### config.mk
export PLATFORM = sky130hd
export DESIGN_NAME = slink_tx_arb_flat
export DESIGN_NICKNAME = d
export VERILOG_FILES = /design/src/rtl/slink_tx_arb_if.sv /design/src/rtl/slink_tx_arb.sv /design/src/flat_wrapper.sv
export SDC_FILE = /design/constraint.sdc
export NUM_CORES = 1
export LEC_CHECK = 0
export ABC_AREA = 1
export CAP_MARGIN = 20
export CORE_AREA = 2 2 179 181
export CTS_CLUSTER_SIZE = 30
export DETAILED_ROUTE_END_ITERATION = 7
export DIE_AREA = 0 0 181 183
export PLACE_DENSITY = 0.51
export SLEW_MARGIN = 5
export SYNTH_ARGS = -nofsm -noshare
export SYNTH_HDL_FRONTEND = slang
export SYNTH_SLANG_ARGS = --single-unit
### constraint.sdc
create_clock -name link_clk -period 2 [get_ports link_clk]
set_clock_uncertainty 0.15 [all_clocks]
set_input_delay 0.3 -clock link_clk [delete_from_list [all_inputs] [get_ports link_clk]]
set_output_delay 0.3 -clock link_clk [all_outputs]
set_load 0.02 [all_outputs]
### src/rtl/slink_tx_arb_if.sv
// S-Link TX arbiter bundle: requester-side packet ports plus the
// single shared link-controller TX app port.
interface slink_tx_arb_if #(
  parameter int NUM_REQ           = 2,
  parameter int TX_APP_DATA_WIDTH = 128
);
  logic [NUM_REQ-1:0]                   req_sop;
  logic [NUM_REQ*8-1:0]                 req_data_id;
  logic [NUM_REQ*16-1:0]                req_word_count;
  logic [NUM_REQ*TX_APP_DATA_WIDTH-1:0] req_app_data;
  logic [NUM_REQ-1:0]                   req_advance;
  logic                                 tx_sop;
  logic [7:0]                           tx_data_id;
  logic [15:0]                          tx_word_count;
  logic [TX_APP_DATA_WIDTH-1:0]         tx_app_data;
  logic                                 tx_advance;

  modport master (
    output req_sop, req_data_id, req_word_count,
    output req_app_data, tx_advance,
    input  req_advance, tx_sop, tx_data_id,
    input  tx_word_count, tx_app_data
  );

  modport slave (
    input  req_sop, req_data_id, req_word_count,
    input  req_app_data, tx_advance,
    output req_advance, tx_sop, tx_data_id,
    output tx_word_count, tx_app_data
  );
endinterface

### src/rtl/slink_tx_arb.sv
// Round-robin arbiter sharing one S-Link TX app packet port between
// NUM_REQ sources; grant is held for the packet's beat count.
module slink_tx_arb #(
  parameter int         NUM_REQ           = 2,
  parameter int         TX_APP_DATA_WIDTH = 128,
  parameter logic [7:0] SHORT_PKT_MAX     = 8'h20,
  localparam int        IW = (NUM_REQ > 1) ? $clog2(NUM_REQ) : 1
) (
  input  logic          link_clk,
  input  logic          link_reset,
  input  logic          enable,
  slink_tx_arb_if.slave bus,
  output logic          busy,
  output logic [IW-1:0] grant_idx,
  output logic          abort
);
  localparam int DW  = TX_APP_DATA_WIDTH;
  localparam int BPB = DW / 8;
  localparam int LB  = $clog2(BPB);
  localparam int CW  = 17;

  typedef enum logic {IDLE, BUSY} state_t;

  state_t          state, state_nx;
  logic [IW-1:0]   ptr;
  logic [IW-1:0]   pick;
  logic [IW-1:0]   scan;
  logic            pick_vld;
  logic [CW-1:0]   beat_cnt;
  logic [CW-1:0]   beat_ld;
  logic [CW-1:0]   sum;
  logic [CW-1:0]   ceil_b;
  logic            gsop;
  logic            load;

  logic [7:0]      ids  [NUM_REQ];
  logic [15:0]     wcs  [NUM_REQ];
  logic [DW-1:0]   dats [NUM_REQ];

  always_comb begin
    for (int i = 0; i < NUM_REQ; i++) begin
      ids[i]  = bus.req_data_id[i*8 +: 8];
      wcs[i]  = bus.req_word_count[i*16 +: 16];
      dats[i] = bus.req_app_data[i*DW +: DW];
    end
  end

  // Scan downward so the lowest offset from ptr+1 wins last.
  always_comb begin
    pick     = '0;
    pick_vld = 1'b0;
    scan     = '0;
    for (int k = NUM_REQ; k >= 1; k--) begin
      scan = IW'((int'(ptr) + k) % NUM_REQ);
      if (bus.req_sop[scan]) begin
        pick_vld = 1'b1;
        pick     = scan;
      end
    end
  end

  // 17-bit sum keeps wc=16'hFFFF from wrapping.
  always_comb begin
    sum    = {1'b0, wcs[pick]} + CW'(BPB - 1);
    ceil_b = sum >> LB;
    if (ids[pick] < SHORT_PKT_MAX)
      beat_ld = CW'(1);
    else if (ceil_b == '0)
      beat_ld = CW'(1);
    else
      beat_ld = ceil_b;
  end

  assign gsop = bus.req_sop[grant_idx];
  assign load = (state == IDLE) && (state_nx == BUSY);

  always_ff @(posedge link_clk or posedge link_reset) begin
    if (link_reset) state <= IDLE;
    else            state <= state_nx;
  end

  always_comb begin
    state_nx = state;
    unique case (state)
      IDLE: if (enable && pick_vld) state_nx = BUSY;
      BUSY: begin
        if (!gsop)
          state_nx = IDLE;
        else if (bus.tx_advance && beat_cnt == CW'(1))
          state_nx = IDLE;
      end
      default: state_nx = IDLE;
    endcase
  end

  always_ff @(posedge link_clk or posedge link_reset) begin
    if (link_reset) begin
      grant_idx <= '0;
      ptr       <= IW'(NUM_REQ - 1);
      beat_cnt  <= '0;
    end else if (load) begin
      grant_idx <= pick;
      ptr       <= pick;
      beat_cnt  <= beat_ld;
    end else if (state == BUSY && bus.tx_advance) begin
      beat_cnt  <= beat_cnt - CW'(1);
    end
  end

  always_comb begin
    busy              = (state == BUSY);
    abort             = busy && !gsop;
    bus.tx_sop        = busy && gsop;
    bus.tx_data_id    = '0;
    bus.tx_word_count = '0;
    bus.tx_app_data   = '0;
    bus.req_advance   = '0;
    if (busy) begin
      bus.tx_data_id             = ids[grant_idx];
      bus.tx_word_count          = wcs[grant_idx];
      bus.tx_app_data            = dats[grant_idx];
      bus.req_advance[grant_idx] = bus.tx_advance;
    end
  end
endmodule

### src/flat_wrapper.sv
// flat-port wrapper written by rule: the top's interface ports become plain ports
module slink_tx_arb_flat 
#(
  parameter int         NUM_REQ           = 2,
  parameter int         TX_APP_DATA_WIDTH = 128,
  parameter logic [7:0] SHORT_PKT_MAX     = 8'h20,
  localparam int        IW = (NUM_REQ > 1) ? $clog2(NUM_REQ) : 1
)
  (link_clk, link_reset, enable, busy, grant_idx, abort, bus_req_sop, bus_req_data_id, bus_req_word_count, bus_req_app_data, bus_tx_advance, bus_req_advance, bus_tx_sop, bus_tx_data_id, bus_tx_word_count, bus_tx_app_data);
  slink_tx_arb_if #(.NUM_REQ(NUM_REQ), .TX_APP_DATA_WIDTH(TX_APP_DATA_WIDTH)) bus_i ();
  input  logic link_clk;
  input  logic link_reset;
  input  logic enable;
  output logic busy;
  output logic [IW-1:0] grant_idx;
  output logic abort;
  input wire logic [$bits(bus_i.req_sop)-1:0] bus_req_sop;
  input wire logic [$bits(bus_i.req_data_id)-1:0] bus_req_data_id;
  input wire logic [$bits(bus_i.req_word_count)-1:0] bus_req_word_count;
  input wire logic [$bits(bus_i.req_app_data)-1:0] bus_req_app_data;
  input wire logic [$bits(bus_i.tx_advance)-1:0] bus_tx_advance;
  output wire logic [$bits(bus_i.req_advance)-1:0] bus_req_advance;
  output wire logic [$bits(bus_i.tx_sop)-1:0] bus_tx_sop;
  output wire logic [$bits(bus_i.tx_data_id)-1:0] bus_tx_data_id;
  output wire logic [$bits(bus_i.tx_word_count)-1:0] bus_tx_word_count;
  output wire logic [$bits(bus_i.tx_app_data)-1:0] bus_tx_app_data;
  assign bus_i.req_sop = bus_req_sop;
  assign bus_i.req_data_id = bus_req_data_id;
  assign bus_i.req_word_count = bus_req_word_count;
  assign bus_i.req_app_data = bus_req_app_data;
  assign bus_i.tx_advance = bus_tx_advance;
  assign bus_req_advance = bus_i.req_advance;
  assign bus_tx_sop = bus_i.tx_sop;
  assign bus_tx_data_id = bus_i.tx_data_id;
  assign bus_tx_word_count = bus_i.tx_word_count;
  assign bus_tx_app_data = bus_i.tx_app_data;
  slink_tx_arb #(.NUM_REQ(NUM_REQ), .TX_APP_DATA_WIDTH(TX_APP_DATA_WIDTH), .SHORT_PKT_MAX(SHORT_PKT_MAX)) u_core (.link_clk(link_clk), .link_reset(link_reset), .enable(enable), .bus(bus_i), .busy(busy), .grant_idx(grant_idx), .abort(abort));
endmodule
* Yosys cells after proc, flatten, opt, wreduce, memory -nomap -nowiden
Cells that the tools add are included.
** Operators by class
- Order comparisons :: 7
- Equality and inequality tests :: 1
- Reductions and logical operators :: 10
- $add $sub $neg :: 4
- Bitwise operators :: 4
- Muxes and demuxes :: 39
** Operator list (count)
- $mux 128 :: 4
- $mux 16 :: 7
- $mux 8 :: 7
- $mux 17 :: 3
- $add 16x4->17 const B :: 1
- $eq 17x1->1 const B :: 1
- $logic_not 17->1 :: 1
- $sub 17x1->17 const B :: 1
- $mux 1 :: 14
- $mux 13 :: 1
- $lt 8x6->1 const B :: 1
- $logic_and 1x1->1 :: 7
- $lt 1x2->1 const B :: 3
- $ge 2x2->1 const B :: 2
- $not 1->2 :: 2
- $add 1x1->1 const B :: 2
- $and 2x2->2 :: 1
- $mux 2 :: 1
- $pmux 1 s2 :: 1
- $reduce_bool 2->1 :: 1
- $demux 1 s1 :: 1
- $ge 1x1->1 const B :: 1
- $logic_not 1->1 :: 1
- $not 1->1 :: 1
** Word-level totals
- Logic and storage cells :: 69
- Flip-flop bits (word level) :: 20
- Bits of input ports :: 310

* Longest topological paths before layout
- Word-level depth :: 14
- Mapped depth :: 16
- Mapped depth without buffers :: 16

* Least setup slack after synthesis
No wires, ideal clock.
- Kind :: reg2out
- From :: register u_core.grant_idx
- To :: output bus_tx_app_data[100]
- Arrival time :: 1.699 ns
- Cell stages (with the launch flop) :: 7
- Path buffers :: 3
- Data required time :: 1.550 ns
- Path slack :: -0.149 ns
- Cell sequence :: dfrtp_1 clkbuf_1 inv_2 clkbuf_1 clkbuf_1 nor2_1 nor2_1
** Between the ends
- Cells in the longest elaborated chain, start to end :: 5
** Ends and longest elaborated chain
- start: declaration :: RTL line slink_tx_arb.sv:14 : output logic [IW-1:0] grant_idx,
- start signal: assignment :: RTL line slink_tx_arb.sv:102 : grant_idx <= pick;
- $not 1->2 (not written as such) :: RTL line slink_tx_arb.sv:121 : bus.tx_app_data = dats[grant_idx];
- $mux 128 (not written as such) (3 in series) :: RTL line slink_tx_arb.sv:121
- $mux 128 :: RTL line slink_tx_arb.sv:118 : if (busy) begin
- end: declaration :: RTL line flat_wrapper.sv:26 : output wire logic [$bits(bus_i.tx_app_data)-1:0] bus_tx_app_data;
No other way between the ends. The select of a mux whose other input is x is not followed.

* Worst setup path after layout
- From :: register u_core.grant_idx
- To :: output bus_tx_app_data[35]
Same word-level chain as after synthesis.

==> run_results.csv <==
group,metric,value,unit
detailed_routing,drt_wl_total,38.9,mm
sta,fmax,442,MHz
logic_synthesis,synth_cell_types,38,
critical_path,arrival,1.81,ns
floorplan,die_w,181,µm
place,routabilityCongestion,0.902,
critical_path,critPathTopFamily,"buffers and inverters",
critical_path,regToRegEndpoint,"u_core.beat_cnt[0]",
cts,cts_made_buffers,3,
critical_path,cp_max_fo,5,
global_routing,grt-ovfl-total,0,
logic_synthesis,synth_top_area_share,30.9,%
logic_synthesis,synthCells,829,
cts,ctsHoldBuffers,0,
critical_path,cpMaxStageDelayCell,"dfrtp_4",
global_routing,grt_usage,20.9,%
cts,cts_num_sinks,20,
place,port_buffers,467,
cts,clk_latency,0.26,ns
critical_path,worstSetupStartpointType,"flip-flop",
detailed_routing,drtPass1Iterations,6,
logic_synthesis,synth_top_area_cell,"nor2_1",
power,leakagePower,0.00576,µW
sta,setup_viol_count_final,162,
sta,rsz0062_at_grt,"yes",
critical_path,endpoint_kind,"output port",
cts,cts_tree,"built",
logic_synthesis,synth_fp_nets,1141,
global_routing,grt_pass1_wl,51.1,mm
place,hpwl,28.5,mm
status,violations,"design-rule violations, negative setup slack",
cts,htreeDepth,1,
critical_path,ff2ff_path_depth,14,
power,power.density,1460,nW/µm²
cells_and_area,drive_gt1_share,52.4,%
logic_synthesis,ys_seq_area_share,12.4,%
critical_path,cp_num_buf_inv,6,
floorplan,die_area,33100,µm²
worst_hold_path,hp-class,"in -> async",
flow_run,maxCapViolations,0,
sta,slew_viol_final,0,
floorplan,die_y,183,µm
cts,path_clk_slew,0.06,ns
sta,period_minus_slack,2.26,ns
status,status,"complete, but fails checks",
power,ir_worst_vdd,0.766,mV
logic_synthesis,yosysWarnings,0,
sta,worstMarginPinSlew,0.389,ns
global_routing,antenna_found_initial,6,
critical_path,cp_cell_sequence,"buf_12 > buf_12 > buf_16 > buf_12 > buf_8 > o21ai_2 > nor2_1 > buf_4",
floorplan,initial_core_util,12.9,%
critical_path,crit_type,"reg -> out",
detailed_routing,antenna_left,0,
cells_and_area,nets,1745,
critical_path,reg2reg_slack,-0.20,ns
global_routing,grt_max_degree,29,
floorplan,core_area,31200,µm²
critical_path,slowest_delay,0.50,ns
critical_path,timing.critical_path.mode_cell,"buf_12",
place,place_inst,1742,
sta,hold_violations,0,
logic_synthesis,syn_avg_cell_area,4.87,µm²
cells_and_area,fin_util,46.0,%
global_routing,first_global_vias,7671,
logic_synthesis,syn_area,4030,µm²
sta,worst_slack,-0.264,ns
cells_and_area,area_delta_synth_final,256,%
detailed_routing,drt_iter0_drc,352,
logic_synthesis,synthTopCellsByArea,"nor2_1 31%, o21ai_0 21%, dfrtp_1 12%",
detailed_routing,wl_per_cell,21.2,µm
logic_synthesis,ys_seq_elements,20,
critical_path,worstPathRequired,1.55,ns
critical_path,timing.rr.start,"u_core.ptr",
floorplan,num_rows,65,
sta,fin_crit_sh,113,%
cts,cts_buffer_depth,2,
detailed_routing,vias,7903,
detailed_routing,route.detailed.drc,1,
sta,tns,-21.04,ns
floorplan,ios,468,
cts,cts_root_buffer,"clkbuf_16",
sta,relSlewSlack,74.0,%
detailed_routing,via_per_inst,4.30,
cells_and_area,fin_cells,1836,
==> routing by layer <==
metal | vias up | routed length [µm] | GRT usage, %
met5 | - | 13 | 0
met4 | 2 | 620 | 3.45
met3 | 20 | 3270 | 6.61
met2 | 276 | 19000 | 35.9
met1 | 3701 | 15900 | 25.9
li1 | 3904 | - | -
==> metrics by stage <==
stage / area (µm²) / hold slack (ns) / worst slack, ns / total power (µW)
after floorplan: 4240 / 0.113 / -0.0865 / 6050
after global placement: 10300 / 0.316 / -0.549 / 12800
after detailed placement: 10300 / 0.316 / -0.612 / 12900
after CTS: 12100 / 0.243 / -0.168 / 17200
after global routing: 14400 / 0.266 / -0.363 / 22000
final: 14400 / 0.227 / -0.264 / 20900
==> report_power, final <==
group	switching (µW)	internal, µW
sequential	204	587
clock	164	306
combinational	10100	9570
==> worst max path at each step <==
stage                     cells past startpoint                   end  slack (ns)        startpoint
after detailed placement                     15    u_core.beat_cnt[0]       -0.61    bus_req_sop[1]
after floorplan                               6  bus_tx_app_data[102]       -0.09  u_core.grant_idx
after global routing                         14    u_core.beat_cnt[0]       -0.36        u_core.ptr
after global placement                       15    u_core.beat_cnt[0]       -0.55    bus_req_sop[1]
final                                         8   bus_tx_app_data[35]       -0.26  u_core.grant_idx
after CTS                                    14    u_core.beat_cnt[0]       -0.17        u_core.ptr
==> cell families after synthesis <==
group / after synthesis / synth area share (%)
simple gates: 486 / 48.1
mux: 3 / 0.806
compound gates: 209 / 26.9
flops: 20 / 12.4
fa+ha+maj: 2 / 0.620
buf+inv: 109 / 11.1
==> cell usage in the layout (no fill, tap or decap), types with 16 or more instances in the layout <==
cell	Yosys	layout
nand2_2	1	17
o21ai_2	2	64
buf_12	0	58
nor2_1	332	140
nor2_4	2	81
inv_1	51	45
buf_4	1	122
dfrtp_1	19	17
nand3_1	33	24
o21ai_0	172	16
buf_6	0	113
nor2_2	0	113
clkbuf_16	0	18
nand2_1	101	82
o21ai_4	0	86
buf_16	0	19
clkdlybuf4s50_1	0	307
==> worst register-to-register path, stage by stage (launching register included) <==
cell and delay, ns:
dfstp_2 0.56, nand2_4 0.08, nand2_8 0.10, clkinvlp_4 0.20, nand2_2 0.14, nand2_4 0.08, nor2_4 0.20, buf_4 0.14
nand4_1 0.08, nand2_1 0.10, nor2_1 0.06, nand3_1 0.08, nand2_1 0.05, nand2_1 0.05, nand2_1 0.04
==> cell usage after synthesis (all sizes together) <==
| cell type | number |
|---|---|
| buf | 4 |
| clkinv | 1 |
| nand3 | 33 |
| o21bai | 1 |
| nor2 | 335 |
| nand3b | 1 |
| or2 | 1 |
| a22oi | 2 |
| ha | 2 |
| nor3 | 3 |
| o41ai | 1 |
| dfrtp | 19 |
| o22ai | 1 |
| o211ai | 1 |
| nand4 | 7 |
| bufinv | 1 |
| o21ai | 176 |
| inv | 52 |
| dfstp | 1 |
| and2 | 1 |
| clkbuf | 51 |
| a31oi | 9 |
| nand2 | 103 |
| o31a | 1 |
| nor4 | 2 |
| a21oi | 17 |
| mux2 | 2 |
| mux2i | 1 |
==> sequential cells by signal, summed over array words and instances, names as in the netlist <==
signal	count
u_core.beat_cnt	17
u_core.busy	1
u_core.grant_idx	1
u_core.ptr	1
==> what timing repair did <==
item | in CTS | in global routing
cloned | 20 | 15
setup buffers | 34 | 33
setup endpoints to repair | 172 | 171
resized for setup | 952 | 446
pin swaps | 96 | 193
==> final cells by class <==
type / count / area (µm²)
fillers: 3042 / 16900
repair buffers: 653 / 7560
multi-input cells: 700 / 5410
flip-flops and latches: 20 / 509
well taps: 402 / 503
inverters: 54 / 251
clock buffers: 4 / 88.8
repair inverters: 1 / 30.0
diodes: 2 / 5.00
(Power assumes the default switching activity.)
